## config.mk

```make
export PLATFORM = sky130hd
export DESIGN_NAME = lsu_ctrl
export DESIGN_NICKNAME = d
export VERILOG_FILES = /design/src/rtl/lsu_ctrl.sv
export SDC_FILE = /design/constraint.sdc
export NUM_CORES = 1
export LEC_CHECK = 0
export ABC_AREA = 1
export BUFFER_PORTS_ARGS = -buffer_cell sky130_fd_sc_hd__buf_2
export CAP_MARGIN = 20
export CORE_MARGIN = 3
export CORE_UTILIZATION = 47
export DETAILED_ROUTE_END_ITERATION = 10
export MAX_ROUTING_LAYER = met4
export PLACE_DENSITY = 0.76
export SLEW_MARGIN = 20
export SYNTH_ARGS = -nofsm -noshare
export SYNTH_HDL_FRONTEND = slang
export SYNTH_SLANG_ARGS = --single-unit
```

## constraint.sdc

```tcl
create_clock -name clk -period 2 [get_ports clk]
set_clock_uncertainty 0.15 [all_clocks]
set_input_delay 0.4 -clock clk [delete_from_list [all_inputs] [get_ports clk]]
set_output_delay 0.4 -clock clk [all_outputs]
set_load 0.01 [all_outputs]
```

## src/rtl/lsu_ctrl.sv

```systemverilog
// Load/store unit: issues byte-enabled word accesses to a synchronous-read memory and returns one completion per request.
// Define LSU_MISALIGN_SPLIT_EN to split boundary-crossing accesses; otherwise misaligned accesses complete with resp_err.
module lsu_ctrl #(
   parameter int ADDR_WIDTH = 32
) (
   input  logic                  clk,
   input  logic                  rst_n,
   input  logic                  req_valid,
   output logic                  req_ready,
   input  logic                  req_we,
   input  logic [2:0]            req_funct3,
   input  logic [ADDR_WIDTH-1:0] req_addr,
   input  logic [31:0]           req_wdata,
   output logic                  resp_valid,
   output logic [31:0]           resp_rdata,
   output logic                  resp_err,
   output logic                  mem_req,
   output logic                  mem_we,
   output logic [ADDR_WIDTH-3:0] mem_addr,
   output logic [3:0]            mem_be,
   output logic [31:0]           mem_wdata,
   input  logic [31:0]           mem_rdata
);

`ifdef LSU_MISALIGN_SPLIT_EN
   localparam bit SPLIT_EN = 1'b1;
`else
   localparam bit SPLIT_EN = 1'b0;
`endif

   localparam logic [ADDR_WIDTH-3:0] WORD_ONE = 1;

   typedef enum logic [1:0] {IDLE, A0, A1, DONE} state_t;

   // Handshake: a request transfers on a rising edge where req_valid and req_ready are both high.
   state_t      state;
   logic [1:0]  off_q;
   logic [2:0]  funct3_q;
   logic        we_q;
   logic        split_q;
   logic [3:0]  be_hi_q;
   logic [31:0] wdata_hi_q;
   logic [31:0] word0_q;

   logic [1:0]  req_off;
   logic [7:0]  req_base;
   logic [7:0]  req_mask8;
   logic [63:0] req_wide;
   logic        req_illegal;
   logic        req_misalign;

   assign req_off = req_addr[1:0];

   always_comb begin
      req_base = 8'h0F;
      case (req_funct3[1:0])
         2'd0:    req_base = 8'h01;
         2'd1:    req_base = 8'h03;
         default: req_base = 8'h0F;
      endcase
   end

   assign req_mask8   = req_base << req_off;
   assign req_wide    = {32'b0, req_wdata} << {req_off, 3'b000};
   assign req_illegal = req_we ? (req_funct3[2] | (&req_funct3[1:0]))
                               : ((&req_funct3[1:0]) | (req_funct3 == 3'd6));
   assign req_misalign = !SPLIT_EN &&
                         (((req_funct3[1:0] == 2'd1) && req_off[0]) ||
                          ((req_funct3[1:0] == 2'd2) && (req_off != 2'd0)));

   always_ff @(posedge clk or negedge rst_n) begin
      if (!rst_n) begin
         state      <= IDLE;
         req_ready  <= 1'b1;
         resp_valid <= 1'b0;
         resp_err   <= 1'b0;
         mem_req    <= 1'b0;
         mem_we     <= 1'b0;
         mem_addr   <= '0;
         mem_be     <= '0;
         mem_wdata  <= '0;
         off_q      <= '0;
         funct3_q   <= '0;
         we_q       <= 1'b0;
         split_q    <= 1'b0;
         be_hi_q    <= '0;
         wdata_hi_q <= '0;
         word0_q    <= '0;
      end else begin
         case (state)
            IDLE: begin
               if (req_valid) begin
                  req_ready  <= 1'b0;
                  off_q      <= req_off;
                  funct3_q   <= req_funct3;
                  we_q       <= req_we;
                  split_q    <= |req_mask8[7:4];
                  be_hi_q    <= req_we ? req_mask8[7:4] : 4'b0;
                  wdata_hi_q <= req_we ? req_wide[63:32] : 32'b0;
                  if (req_illegal || req_misalign) begin
                     resp_valid <= 1'b1;
                     resp_err   <= 1'b1;
                     state      <= DONE;
                  end else begin
                     mem_req   <= 1'b1;
                     mem_we    <= req_we;
                     mem_addr  <= req_addr[ADDR_WIDTH-1:2];
                     mem_be    <= req_we ? req_mask8[3:0] : 4'b0;
                     mem_wdata <= req_we ? req_wide[31:0] : 32'b0;
                     state     <= A0;
                  end
               end
            end
            A0: begin
               if (SPLIT_EN && split_q) begin
                  mem_addr  <= mem_addr + WORD_ONE;
                  mem_be    <= be_hi_q;
                  mem_wdata <= wdata_hi_q;
                  state     <= A1;
               end else begin
                  mem_req    <= 1'b0;
                  mem_we     <= 1'b0;
                  mem_be     <= '0;
                  mem_wdata  <= '0;
                  resp_valid <= 1'b1;
                  state      <= DONE;
               end
            end
            A1: begin
               word0_q    <= mem_rdata;
               mem_req    <= 1'b0;
               mem_we     <= 1'b0;
               mem_be     <= '0;
               mem_wdata  <= '0;
               resp_valid <= 1'b1;
               state      <= DONE;
            end
            default: begin
               resp_valid <= 1'b0;
               resp_err   <= 1'b0;
               req_ready  <= 1'b1;
               state      <= IDLE;
            end
         endcase
      end
   end

   // Read data arrives the cycle after the last access, so the final word is taken straight from mem_rdata.
   logic [63:0] raw64;
   logic [31:0] raw;

   assign raw64 = split_q ? {mem_rdata, word0_q} : {32'b0, mem_rdata};
   assign raw   = 32'(raw64 >> {off_q, 3'b000});

   always_comb begin
      resp_rdata = '0;
      if ((state == DONE) && !resp_err && !we_q) begin
         case (funct3_q)
            3'd0:    resp_rdata = {{24{raw[7]}}, raw[7:0]};
            3'd1:    resp_rdata = {{16{raw[15]}}, raw[15:0]};
            3'd4:    resp_rdata = {24'b0, raw[7:0]};
            3'd5:    resp_rdata = {16'b0, raw[15:0]};
            default: resp_rdata = raw;
         endcase
      end
   end

endmodule

```

## Word level (Yosys, flattened, before mapping)

Cells that the tools add are included.

| cells by class | value |
|---|---|
| reductions and logical operators | 22 |
| shift operators | 3 |
| bitwise operators | 4 |
| mux-type cells | 28 |
| eq/ne operators | 12 |

Operators with widths:

| cell | count |
|---|---|
| 32-bit two-way mux | 4 |
| 32-bit case mux with 4 select lines | 1 |
| 64-bit two-way mux | 1 |
| 32-bit case mux with 2 select lines | 1 |
| 64-bit by 5-bit >> shifter with 32-bit output | 1 |
| 32-bit by 5-bit << shifter with 32-bit output | 1 |
| 4-bit case mux with 2 select lines | 2 |
| 4-bit two-way mux | 3 |
| 1-bit case mux with 2 select lines | 5 |
| 3-bit equality test (second input constant) | 3 |
| 3-bit AND reduction | 3 |
| 1-bit two-way mux | 8 |
| 2-bit AND reduction | 4 |
| 8-bit by 2-bit << shifter with 8-bit output | 1 |
| 2-bit equality test (second input constant) | 3 |
| 2-bit != test (second input constant) | 3 |
| 2-bit by 1-bit equality test with 1-bit output (second input constant) | 2 |
| 1-bit logical AND | 4 |
| 2-bit logical NOT | 2 |
| 2-bit two-way mux | 2 |
| 2-bit case mux with 2 select lines | 1 |
| 2-bit nonzero test | 2 |
| 4-bit OR reduction | 1 |
| 3-bit by 1-bit equality test with 1-bit output (second input constant) | 1 |
| other kinds (6) | 10 |

| word-level totals | value |
|---|---|
| register bits | 112 |
| output and inout bits | 103 |
| logic and storage cells | 83 |
| input bits | 103 |

## Depth between registers and ports, before layout

Gate-level depths: netlist of the first run.

| logic depth | value |
|---|---|
| word-level depth | 7 |
| gate-level depth with buffers | 11 |
| mapped depth without buffers | 9 |

## Worst setup path after synthesis of the first run

No wires, ideal clock.

| timing | value |
|---|---|
| path type | register -> output |
| from | register split_q |
| to | output resp_rdata[19] |
| data required time | 1.450 ns |
| data arrival time | 1.442 ns |
| setup slack | 0.008 ns |
| stages on the path, launching flop included | 12 |
| path through | dfrtp_1 buf_6 inv_4 nand2_1 nand3_1 nand3_1 nand2_1 nand2_2 nand3_2 nand2_2 buf_6 nor2_1 |

| between the ends | value |
|---|---|
| word-level cells in the longest chain between the ends | 4 |

Ends and longest elaborated chain:

| element | line | source |
|---|---|---|
| start: declaration | 40 | `logic split_q;` |
| start signal: assignment | 97 | `split_q <= \|req_mask8[7:4];` |
| 64-bit two-way mux | 152 | `assign raw64 = split_q ? {mem_rdata, word0_q} : {32'b0, mem_rdata};` |
| 64-bit by 5-bit >> shifter with 32-bit output | 153 | `assign raw = 32'(raw64 >> {off_q, 3'b000});` |
| 32-bit case mux with 4 select lines | 158 | `case (funct3_q)` |
| 32-bit two-way mux | 157 | `if ((state == DONE) && !resp_err && !we_q) begin` |
| end: declaration | 15 | `output logic [31:0] resp_rdata,` |

Every way passes these cells.

## Worst setup path in the final report of the first run

| timing | value |
|---|---|
| from | register split_q |
| to | output resp_rdata[20] |

Same word-level chain as after synthesis.

==> results of run 1 <==
==> power breakdown <==
group	switching [µW]	internal (µW)
sequential	443	3040
combinational	4920	3400
clock	852	1080
==> metrics by stage <==
stage,power [µW],hold WS [ps],worst slack (ps)
final,13700,91.1,-667
after global routing,14500,90.9,-695
after CTS,12500,81.6,-502
after detailed placement,9510,181,-197
after global placement,9420,183,-147
after floorplan,7130,-45.6,7.80
==> worst max path at each step <==
stage                           endpoint  slack (ps)
after global placement    resp_rdata[19]        -150
after global routing      resp_rdata[26]        -700
after CTS                 resp_rdata[26]        -500
after detailed placement  resp_rdata[31]        -200
after floorplan           resp_rdata[19]           8
final                     resp_rdata[20]        -670
==> layer usage <==
metal	up-vias	track usage, %	share of wire, %
met1	3440	35.1	40
met4	0	11.0	3.7
met5	-	-	0
met2	421	42.6	48
li1	3499	-	-
met3	93	5.86	8.6
==> worst register-to-register path: stages, from the launching register on <==
cell	delay, ps
dfrtp_1	390
buf_4	140
inv_1	100
ha_2	440
buf_4	310
nor2_1	60
a21oi_1	220
==> state kept, by name (all words and copies together) (netlist names), 2 cells and up <==
| name | flops |
|---|---|
| mem_wdata | 32 |
| word0_q | 32 |
| mem_addr | 30 |
| mem_be | 4 |
| funct3_q | 3 |
| off_q | 2 |
| state | 2 |
==> cells in the final DEF, fill, tap and decap left out, drive strengths merged, types with 9 or more instances in the layout <==
master,count
a21oi,37
nand3,94
clkbuf,13
nor2,50
a31oi,9
nand2,334
dfrtp,111
inv,61
o21ai,144
buf,297
==> area by class of cell <==
class / count / area, µm² / share of cell area, %
sequential: 112 / 2810 / 30.0
multi-input combinational: 689 / 3700 / 39.6
tap: 176 / 220 / 2.35
timing repair buffer: 298 / 2050 / 21.9
antenna: 3 / 7.51 / 0.0802
clock inverter: 3 / 46.3 / 0.495
timing repair inverter: 1 / 7.51 / 0.0802
inverter: 63 / 249 / 2.66
clock buffer: 13 / 270 / 2.89
==> kinds of logic (layout without fill, tap and decap cells) <==
logic type | after synthesis | count (layout)
multiplexers | 5 | 5
other | 0 | 3
AND/OR/NAND/NOR | 483 | 483
flip-flops | 112 | 112
AO/OA/AOI/OAI | 197 | 197
adder cells (fa/ha/maj) | 4 | 4
buffers and inverters | 126 | 378
==> what timing repair did <==
action | CTS | global route
endpoints found under the setup margin | 32 | 41
setup buffers | 22 | 9
resized for setup | 103 | 117
gates cloned | 4 | 0
pin swaps | 23 | 39
hold endpoints to repair | 18 | 0
hold buffers | 1 | 0
==> summary.md, run 1 <==
| Metric | Value |
|---|---|
| Run status | `finished, violations left` |
| Failing checks | `negative setup slack` |
| Clock Sinks | `112` |
| Clock slew at reported path FFs | `approximately 80 ps` |
| Required @ worst endpoint | `around 1500 ps` |
| Die area | `15300 µm²` |
| Buf/Inv on CP | `4` |
| Synthesis Warnings | `0` |
| Max_slew headroom | `between 70% and 80%` |
| Cell area after placement | `8050 µm²` |
| Top FF cell, synth | `dfrtp_1` |
| Non-filler cells, final | `~1.4k` |
| Setup violations, final | `32` |
| Grt total ovfl | `0` |
| Detailed Routing Iterations Pass 1 | `6` |
| Vias in the first global route | `6604` |
| Count leader, synth | `nand2_1` |
| Core area | `13400 µm²` |
| Setup_tns | `-18060 ps` |
| Max-cap violations | `0` |
| Worst-margin pin slew | `419 ps` |
| Largest net degree at the start of global routing | `42` |
| Wire per inst | `approximately 17 µm` |
| Hold path start | `req_addr[29]` |
| Max-slew violations | `0` |
| Synth Area in Compound Gates | `between 10% and 20%` |
| Area share of the largest cell type after synthesis | `between 40% and 50%` |
| Hold crit path type | `input pin to register` |
| CP Max Fanout | `8` |
| Simple-gate area share of the yosys netlist | `30.5%` |
| Final Hold Violating Endpoints | `0` |
| Initial drt markers | `748` |
| Global-route wire length before repair | `approximately 32000 µm` |
| Synth area leaders | `dfrtp_1 (43%), nand2_1 (19%), o21ai_0 (10%)` |
| CTS tree | `yes` |
| Fin worst setup slack | `-667 ps` |
| Worst path cell trace | `buf_6 > buf_12 > nand3_1 > nand3_2 > nand3_4 > nand3_4 > nand2_4 > buf_6 > nor2_1 > buf_2` |
| Post-layout util | `69.8%` |
| Startpoint Class | `register` |
| Area Growth Syn to Fin | `43.8%` |
| CTS root buf | `clkbuf_16` |
| CTS Buf Count | `9` |
| H-tree depth | `3` |
| CTS Buffer Depth | `2` |
| HPWL after detailed placement | `~14000 µm` |
| Crit path depth | `10` |
| # rows | `between 40 and 50` |
| Synth Cell Area | `about 6500 µm²` |
| Post-synthesis mux area share | `less than 1%` |
| PD cells | `between 1000 and 1500 nW/µm²` |
| Gpl congestion | `0.921` |
| Maximum clock rate | `~370 MHz` |
| DP Cell Count | `approximately 1.3k` |
| Worst r2r path cells | `6` |
| # IOs | `between 200 and 250` |
| Vias | `roughly 7.5k` |
| Worst R2R Start | `state[0]$_DFFE_PN0P_` |
| Die width | `124 µm` |
| Die height | `124 µm` |
| Seq/Total Area, Yosys | `43.1%` |
| Final Cycle Share | `133%` |
| VDD IR max | `0.702 mV` |
| Avg Vias per Cell | `between 5 and 6` |
| Largest family of logic cells by synthesized area | `simple AND/OR/NAND/NOR gates` |
| Critical path's top delay family | `simple AND/OR/NAND/NOR gates` |
| Critical Path AT | `2120 ps` |
| Layout cells sized above 1 | `38.3%` |
| CP Capture Type | `output pin` |
| Port bufs | `between 200 and 250` |
| Adder-Cell Fraction of Synth Area | `less than 1%` |
| Clk Latency, worst-skew pair | `roughly 340 ps` |
| Initial Util | `48.6%` |
| XOR/XNOR Fraction of Synth Area | `0%` |
| GRT Total Usage | `between 20% and 30%` |
| DRT antenna net count | `0` |
| Largest area contributor in the netlist | `dfrtp_1` |
| Nets | `1281` |
| Worst hold stages | `3` |
| Cells after synthesis | `927` |
| Worst R2R Setup Slack | `approximately 110 ps` |
| Slowest stage cell on the critical path | `dfrtp_2` |
| Number of synthesized flops with an enable pin | `0` |
| Syn avg cell area | `7.02 µm²` |
| R2r endpoint | `word0_q[22]$_DFFE_PN0N_` |
| Initial antenna violation count | `0` |
| FF+latch count, synth | `~110` |
| Synth top cells by count | `nand2_1 (330), o21ai_0 (132), dfrtp_1 (111)` |
| Cell area after layout | `9360 µm²` |
| # fillers | `roughly 1.1k` |
| Syn Nets | `between 1k and 1.5k` |
| WHS Endpoint | `mem_addr[27]$_DFFE_PN0P_` |
| Ys async rst share | `100%` |
| Tmin final | `around 2700 ps` |
| Max incr delay on CP | `420 ps` |
| Pleak | `a little under 0.005 µW` |
| Yosys cell types | `33` |
| RSZ-0062 raised after global routing | `yes` |
| DR DRC count | `0` |
| Kind of critical path | `register to output pin` |
| Crit path from | `split_q$_DFFE_PN0P_` |
| Final WL | `22500 µm` |
Note: power is estimated with default switching activity, not from simulation.
==> run 2: changes to the inputs <==
--- a/config.mk
+++ b/config.mk
@@ -9,10 +9,10 @@
 export BUFFER_PORTS_ARGS = -buffer_cell sky130_fd_sc_hd__buf_2
 export CAP_MARGIN = 20
 export CORE_MARGIN = 3
-export CORE_UTILIZATION = 47
+export CORE_UTILIZATION = 50
 export DETAILED_ROUTE_END_ITERATION = 10
 export MAX_ROUTING_LAYER = met4
-export PLACE_DENSITY = 0.76
+export PLACE_DENSITY = 0.78
 export SLEW_MARGIN = 20
 export SYNTH_ARGS = -nofsm -noshare
 export SYNTH_HDL_FRONTEND = slang
==> constraint.sdc (replaced) <==
create_clock -name clk -period 3.1 [get_ports clk]
set_clock_uncertainty 0.15 [all_clocks]
set_input_delay 0.62 -clock clk [delete_from_list [all_inputs] [get_ports clk]]
set_output_delay 0.62 -clock clk [all_outputs]
set_load 0.01 [all_outputs]
==> summary.md, run 2 (synthesis gave the netlist of run 1 again) <==
| Metric | Value |
|---|---|
| Run status | `finished, final reports clean (was finished, violations left)` |
| Worst-margin pin slew | `814 ps (was 419 ps)` |
| Most common cell on crit path | `nand3_1` |
| Required @ worst endpoint | `2330 ps (was 1450 ps)` |
| Clk Latency, worst-skew pair | `350 ps (was 340 ps)` |
| Cell area after placement | `7610 µm² (was 8050 µm²)` |
| Slowest stage cell on the critical path | `dfrtp_2 (unchanged)` |
| Commonest non-fill, non-tap cell in the layout | `nand2_1 (unchanged)` |
| Worst path cell trace | `buf_4 > nand3_1 > nand3_1 > nand3_1 > nand3_2 > nand2_2 > nor2_1 > buf_2 (was buf_6 > buf_12 > nand3_1 > nand3_2 > nand3_4 > nand3_4 > nand2_4 > buf_6 > nor2_1 > buf_2)` |
| DRT antenna net count | `0 (unchanged)` |
| Nets | `1212 (was 1281)` |
| CTS tree | `yes (unchanged)` |
| Setup_tns | `0 ps (was -18060 ps)` |
| Most frequent cells in the layout | `nand2_1 (330), buf_2 (204), o21ai_0 (132), dfrtp_1 (109), nand3_1 (91) (was nand2_1 (297), buf_2 (201), dfrtp_1 (109), o21ai_0 (93), nand3_1 (73))` |
| Wire per inst | `14.5 µm (was 16.5 µm)` |
| Clock slew at reported path FFs | `70 ps (was 80 ps)` |
| Die area | `14400 µm² (was 15300 µm²)` |
| HPWL after detailed placement | `13600 µm (was 14400 µm)` |
| VDD IR max | `0.537 mV (was 0.702 mV)` |
| Initial drt markers | `602 (was 748)` |
| Vias | `6692 (was 7453)` |
| Max incr delay on CP | `420 ps (about the same)` |
| CP Max Fanout | `31 (was 8)` |
| Clock Sinks | `112 (unchanged)` |
| Initial Util | `51.4% (was 48.6%)` |
| DR DRC count | `0 (unchanged)` |
| Startpoint Class | `register (unchanged)` |
| RSZ-0062 raised after global routing | `no (was yes)` |
| GRT Total Usage | `26.4% (was 27.4%)` |
| Largest net degree at the start of global routing | `53 (was 42)` |
| Critical Path AT | `2110 ps (was 2120 ps)` |
| # IOs | `206 (unchanged)` |
| Multi-input logic area | `3150 µm² (was 3700 µm²)` |
| Core area | `12700 µm² (was 13400 µm²)` |
| Pleak | `0.00432 µW (was 0.00495 µW)` |
| Final Hold Violating Endpoints | `0 (unchanged)` |
| # fillers | `1246 (was 1052)` |
| Biggest regs | `mem_wdata x32, word0_q x32, mem_addr x30 (unchanged)` |
| CTS Buf Count | `9 (unchanged)` |
| Die width | `120 µm (was 124 µm)` |
| PD cells | `856 nW/µm² (was 1470 nW/µm²)` |
| Max-slew violations | `0 (unchanged)` |
| Die height | `120 µm (was 124 µm)` |
| Setup violations, final | `0 (was 32)` |
| Maximum clock rate | `~350 MHz` |
| Max_slew headroom | `45.3% (was 71.8%)` |
| Kind of critical path | `register to output pin (unchanged)` |
| Hold buffers post-CTS | `0 (was 1)` |
| Avg Vias per Cell | `5.22 (was 5.49)` |
| CTS root buf | `clkbuf_16 (unchanged)` |
| CP Capture Type | `output pin (unchanged)` |
| Max-cap violations | `0 (unchanged)` |
| Tmin final | `a little under 3000 ps` |
| Vias in the first global route | `6197 (was 6604)` |
| Detailed Routing Iterations Pass 1 | `5 (was 6)` |
| Global-route wire length before repair | `29900 µm (was 32300 µm)` |
| Final Cycle Share | `a little over 90%` |
| Gpl congestion | `0.958 (was 0.921)` |
| H-tree depth | `3 (unchanged)` |
| Grt total ovfl | `0 (unchanged)` |
| Initial antenna violation count | `1 (was 0)` |
| Port bufs | `205 (unchanged)` |
| Area Growth Syn to Fin | `21.6% (was 43.8%)` |
| Layout cells sized above 1 | `25.1% (was 38.3%)` |
| # rows | `41 (was 42)` |
| Storage element area | `2810 µm² (unchanged)` |
| CTS Buffer Depth | `2 (unchanged)` |
| Cell area after layout | `7910 µm² (was 9360 µm²)` |
| Final WL | `18600 µm (was 22500 µm)` |
| Hold crit path type | `input pin to asynchronous set/reset pin (was input pin to register)` |
## run 2: cell count changes in the layout (fill, tap and decap cells not counted), moves of 14 or more
cell,change
nand2_1,+33
o21ai_0,+39
nand3_1,+18
buf_4,-31
buf_6,-22
o21ai_1,-14
nand2_2,-18
o21ai_2,-19
nand2_4,-14
## run 2: worst max-delay path: cells and delay by family, from the launching register on
family        cells  cell delay, ps
simple gates      6             890
flops             1             420
buf+inv           2             450
## run 2: layout make-up
cell class                 count  area share (%)
antenna                        1          0.0316
clock buffer                  10            2.89
clock inverter                 6           0.569
inverter                      63            3.05
multi-input combinational    689            39.8
sequential                   112            35.5
tap                          172            2.72
timing repair buffer         230            15.5
## run 2: timing repair
action                                  4_1_cts  5_1_grt
endpoints found under the setup margin        7       19
setup buffers                                 0        2
gates cloned                                  0        0
pin swaps                                     0        0
gates resized for setup                       2        3
## run 2: path summary, 6_finish.rpt
| path | start | to | depth (start not counted) | slack, ps |
|---|---|---|---|---|
| setup / recovery | off_q[0]$_DFFE_PN0P_ | resp_rdata[31] | 8 | 220 |
| hold / removal | rst_n | mem_addr[20]$_DFFE_PN0P_ | 1 | 130 |
| setup reg to reg | state[0]$_DFFE_PN0P_ | mem_wdata[29]$_DFFE_PN0P_ | 8 | 890 |
| hold reg to reg | mem_addr[4]$_DFFE_PN0P_ | mem_addr[4]$_DFFE_PN0P_ | 2 | 320 |
| max in group asynchronous | rst_n | word0_q[26]$_DFFE_PN0N_ | 2 | 1900 |
| min in group clk | req_addr[19] | mem_addr[17]$_DFFE_PN0P_ | 3 | 310 |
## run 2: through the flow
stage,total power [µW],hold slack (ps),cells,util (%),setup WS (ps)
final,6780,131,1283,62.5,218
after global routing,7380,170,1283,62.5,9.64
after CTS,6760,157,1280,62.2,112
after detailed placement,5640,307,1264,60.0,312
after global placement,5570,299,1264,60.0,385
after floorplan,4600,174,927,-,834
## run 2: power by group
group | leakage [µW] | internal, µW | switching (µW)
combinational | 0.00276 | 1190 | 2270
clock | 0.000130 | 550 | 545
sequential | 0.00144 | 1960 | 263
## run 2: metal layers
layer  global-route usage (%)  routed length, µm
met5                        -                  0
met4                     9.31                469
met3                     5.18               1560
met2                     40.5               8510
met1                     35.2               8080
==> run 3: changes to the inputs <==
==> constraint.sdc (replaced) <==
create_clock -name clk -period 2.8 [get_ports clk]
set_clock_uncertainty 0.15 [all_clocks]
set_input_delay 0.56 -clock clk [delete_from_list [all_inputs] [get_ports clk]]
set_output_delay 0.56 -clock clk [all_outputs]
set_load 0.01 [all_outputs]
==> summary.md, run 3 (synthesis gave the netlist of run 1 again) <==
| Metric | Value |
|---|---|
| Worst-margin pin slew | `609 ps (was 814 ps)` |
| Sw Ratio | `44.4% (was 45.5%)` |
| Largest net degree at the start of global routing | `47 (was 53)` |
| Final Cycle Share | `96.1%` |
| Die width | `120 µm (unchanged)` |
| Most frequent cells in the layout | `nand2_1 (329), buf_2 (204), o21ai_0 (127), dfrtp_1 (109), nand3_1 (90) (was nand2_1 (330), buf_2 (204), o21ai_0 (132), dfrtp_1 (109), nand3_1 (91))` |
| Max-cap violations | `0 (unchanged)` |
| GRT Total Usage | `26.0% (was 26.4%)` |
| Non-filler cells, final | `1290 (was 1283)` |
| Biggest regs | `mem_wdata x32, word0_q x32, mem_addr x30 (unchanged)` |
| R2r endpoint | `mem_wdata[5]$_DFFE_PN0P_ (was mem_wdata[29]$_DFFE_PN0P_)` |
| Initial Util | `51.4% (unchanged)` |
| Clock power frac | `17.1% (was 16.2%)` |
| # rows | `41 (unchanged)` |
| Pleak | `0.00440 µW (was 0.00432 µW)` |
| Internal | `4360 µW (was 3700 µW)` |
| Storage element area | `2810 µm² (unchanged)` |
| HPWL after detailed placement | `13400 µm (was 13600 µm)` |
| Final WL | `18500 µm (was 18600 µm)` |
| Core area | `12700 µm² (unchanged)` |
| Nets | `1218 (was 1212)` |
| Die area | `14400 µm² (unchanged)` |
| Max_slew headroom | `59.4% (was 45.3%)` |
| Crit path from | `split_q$_DFFE_PN0P_ (was off_q[0]$_DFFE_PN0P_)` |
| Critical Path AT | `1980 ps (was 2110 ps)` |
| Area Growth Syn to Fin | `24.7% (was 21.6%)` |
| Worst R2R Start | `state[0]$_DFFE_PN0P_ (unchanged)` |
| Multi-input logic area | `3190 µm² (was 3150 µm²)` |
| PD cells | `968 nW/µm² (was 856 nW/µm²)` |
| Kind of critical path | `register to output pin (unchanged)` |
| # fillers | `1190 (was 1246)` |
| Global-route wire length before repair | `29700 µm (was 29900 µm)` |
| Flop pwr share | `31.5% (was 32.8%)` |
| Commonest non-fill, non-tap cell in the layout | `nand2_1 (unchanged)` |
| Port bufs | `205 (unchanged)` |
| # IOs | `206 (unchanged)` |
| Detailed Routing Iterations Pass 1 | `5 (unchanged)` |
| Maximum clock rate | `372 MHz` |
| Hold crit path type | `input pin to register (was input pin to asynchronous set/reset pin)` |
| Fin worst setup slack | `110 ps (was 218 ps)` |
| Startpoint Class | `register (unchanged)` |
| CTS tree | `yes (unchanged)` |
| Worst setup path endpoint | `resp_rdata[16] (was resp_rdata[31])` |
| Combinational fraction of design power | `51.4% (was 51.0%)` |
| H-tree depth | `3 (unchanged)` |
| Initial antenna violation count | `1 (unchanged)` |
| Required @ worst endpoint | `2090 ps (was 2330 ps)` |
| Clk Latency, worst-skew pair | `340 ps (was 350 ps)` |
| Avg Vias per Cell | `5.22 (about the same)` |
| Routed length on met3 | `1480 µm (was 1560 µm)` |
| Clock Sinks | `112 (unchanged)` |
| DRT met1 WL | `7980 µm (was 8080 µm)` |
| CP Capture Type | `output pin (unchanged)` |
| Worst hold stages | `3` |
| Setup violations, final | `0 (unchanged)` |
| Initial drt markers | `502 (was 602)` |
| CTS root buf | `clkbuf_16 (unchanged)` |
| CTS Buffer Depth | `2 (unchanged)` |
| Tmin final | `2690 ps` |
| Die height | `120 µm (unchanged)` |
| Switching power | `3490 µW (was 3080 µW)` |
| VDD IR max | `0.443 mV (was 0.537 mV)` |
| Setup Slack @ Placement | `347 ps (was 312 ps)` |
| Wire per inst | `14.3 µm (was 14.5 µm)` |
| Final Hold Violating Endpoints | `0 (unchanged)` |
| Max-slew violations | `0 (unchanged)` |
| Clock slew at reported path FFs | `70 ps (about the same)` |
| Worst r2r path cells | `8 (unchanged)` |
| Detail Route met2 WL | `8580 µm (was 8510 µm)` |
| CTS Buf Count | `9 (unchanged)` |
| Vias | `6736 (was 6692)` |
| Vias in the first global route | `6006 (was 6197)` |
| DRT antenna net count | `0 (unchanged)` |
| Grt total ovfl | `0 (unchanged)` |
| Run status | `finished, final reports clean (unchanged)` |
| Gpl congestion | `0.917 (was 0.958)` |
| Layout cells sized above 1 | `26.0% (was 25.1%)` |
| DP Cell Count | `1268 (was 1264)` |
| Worst R2R Setup Slack | `630 ps (was 890 ps)` |
| CP Max Fanout | `21 (was 31)` |
| DR DRC count | `0 (unchanged)` |
| DR top layer | `met4 (unchanged)` |
[run 3: routing by layer]
layer	vias to the layer above	track usage, %
li1	3367	-
met1	3067	35.8
met2	276	39.3
met3	26	4.57
met4	0	8.73
met5	-	-
[run 3: power groups by stage]
stage                     logic (µW)  clock network, µW  registers [µW]
after detailed placement        3880                  0            2480
final                           4040               1340            2480
after global routing            4540               1430            2550
after floorplan                 2560                  0            2530
after global placement          3830                  0            2480
after CTS                       3890               1360            2470
[run 3: through the flow]
step	setup TNS, ps	total power [µW]	hold WS, ps	instance area (µm²)	util, %
finish	0	7850	259	8120	64.1
detailed placement	0	6360	305	7710	60.9
floorplan	0	5090	114	6510	-
global route	-50.6	8520	257	8110	64.0
global placement	0	6310	300	7710	60.9
CTS	0	7720	244	8030	63.4
[run 3: cell type report]
| class | count | share of cell area [%] |
|---|---|---|
| Multi-Input combinational cell | 689 | 39.3 |
| Sequential cell | 112 | 34.6 |
| Timing Repair Buffer | 236 | 16.6 |
| Inverter | 63 | 3.05 |
| Clock buffer | 11 | 2.99 |
| Tap cell | 172 | 2.65 |
| Clock inverter | 5 | 0.802 |
| Antenna cell | 2 | 0.0617 |
[run 3: worst min path at each step]
stage / from / slack [ps] / endpoint
finish: req_addr[7] / 260 / mem_addr[5]$_DFFE_PN0P_
global route: req_addr[13] / 260 / mem_addr[11]$_DFFE_PN0P_
CTS: req_addr[7] / 240 / mem_addr[5]$_DFFE_PN0P_
detailed placement: mem_addr[19]$_DFFE_PN0P_ / 310 / mem_addr[19]$_DFFE_PN0P_
global placement: mem_addr[27]$_DFFE_PN0P_ / 300 / mem_addr[27]$_DFFE_PN0P_
floorplan: rst_n / 110 / funct3_q[0]$_DFFE_PN0P_
[run 3: what timing repair did]
action / 4_1_cts / 5_1_grt
pin swaps: 0 / 1
endpoints found under the setup margin: 16 / 22
gates resized for setup: 1 / 19
hold buffers: 1 / 0
endpoints found under the hold margin: 21 / 0
setup buffers: 0 / 3
[run 3: critical path: stages, from the launching register on]
cell,delay [ps]
dfrtp_2,490
buf_12,180
nand2_1,70
nand3_1,100
nand3_1,140
nand3_2,150
nand3_4,140
nand2_8,100
nor2_1,120
buf_2,140
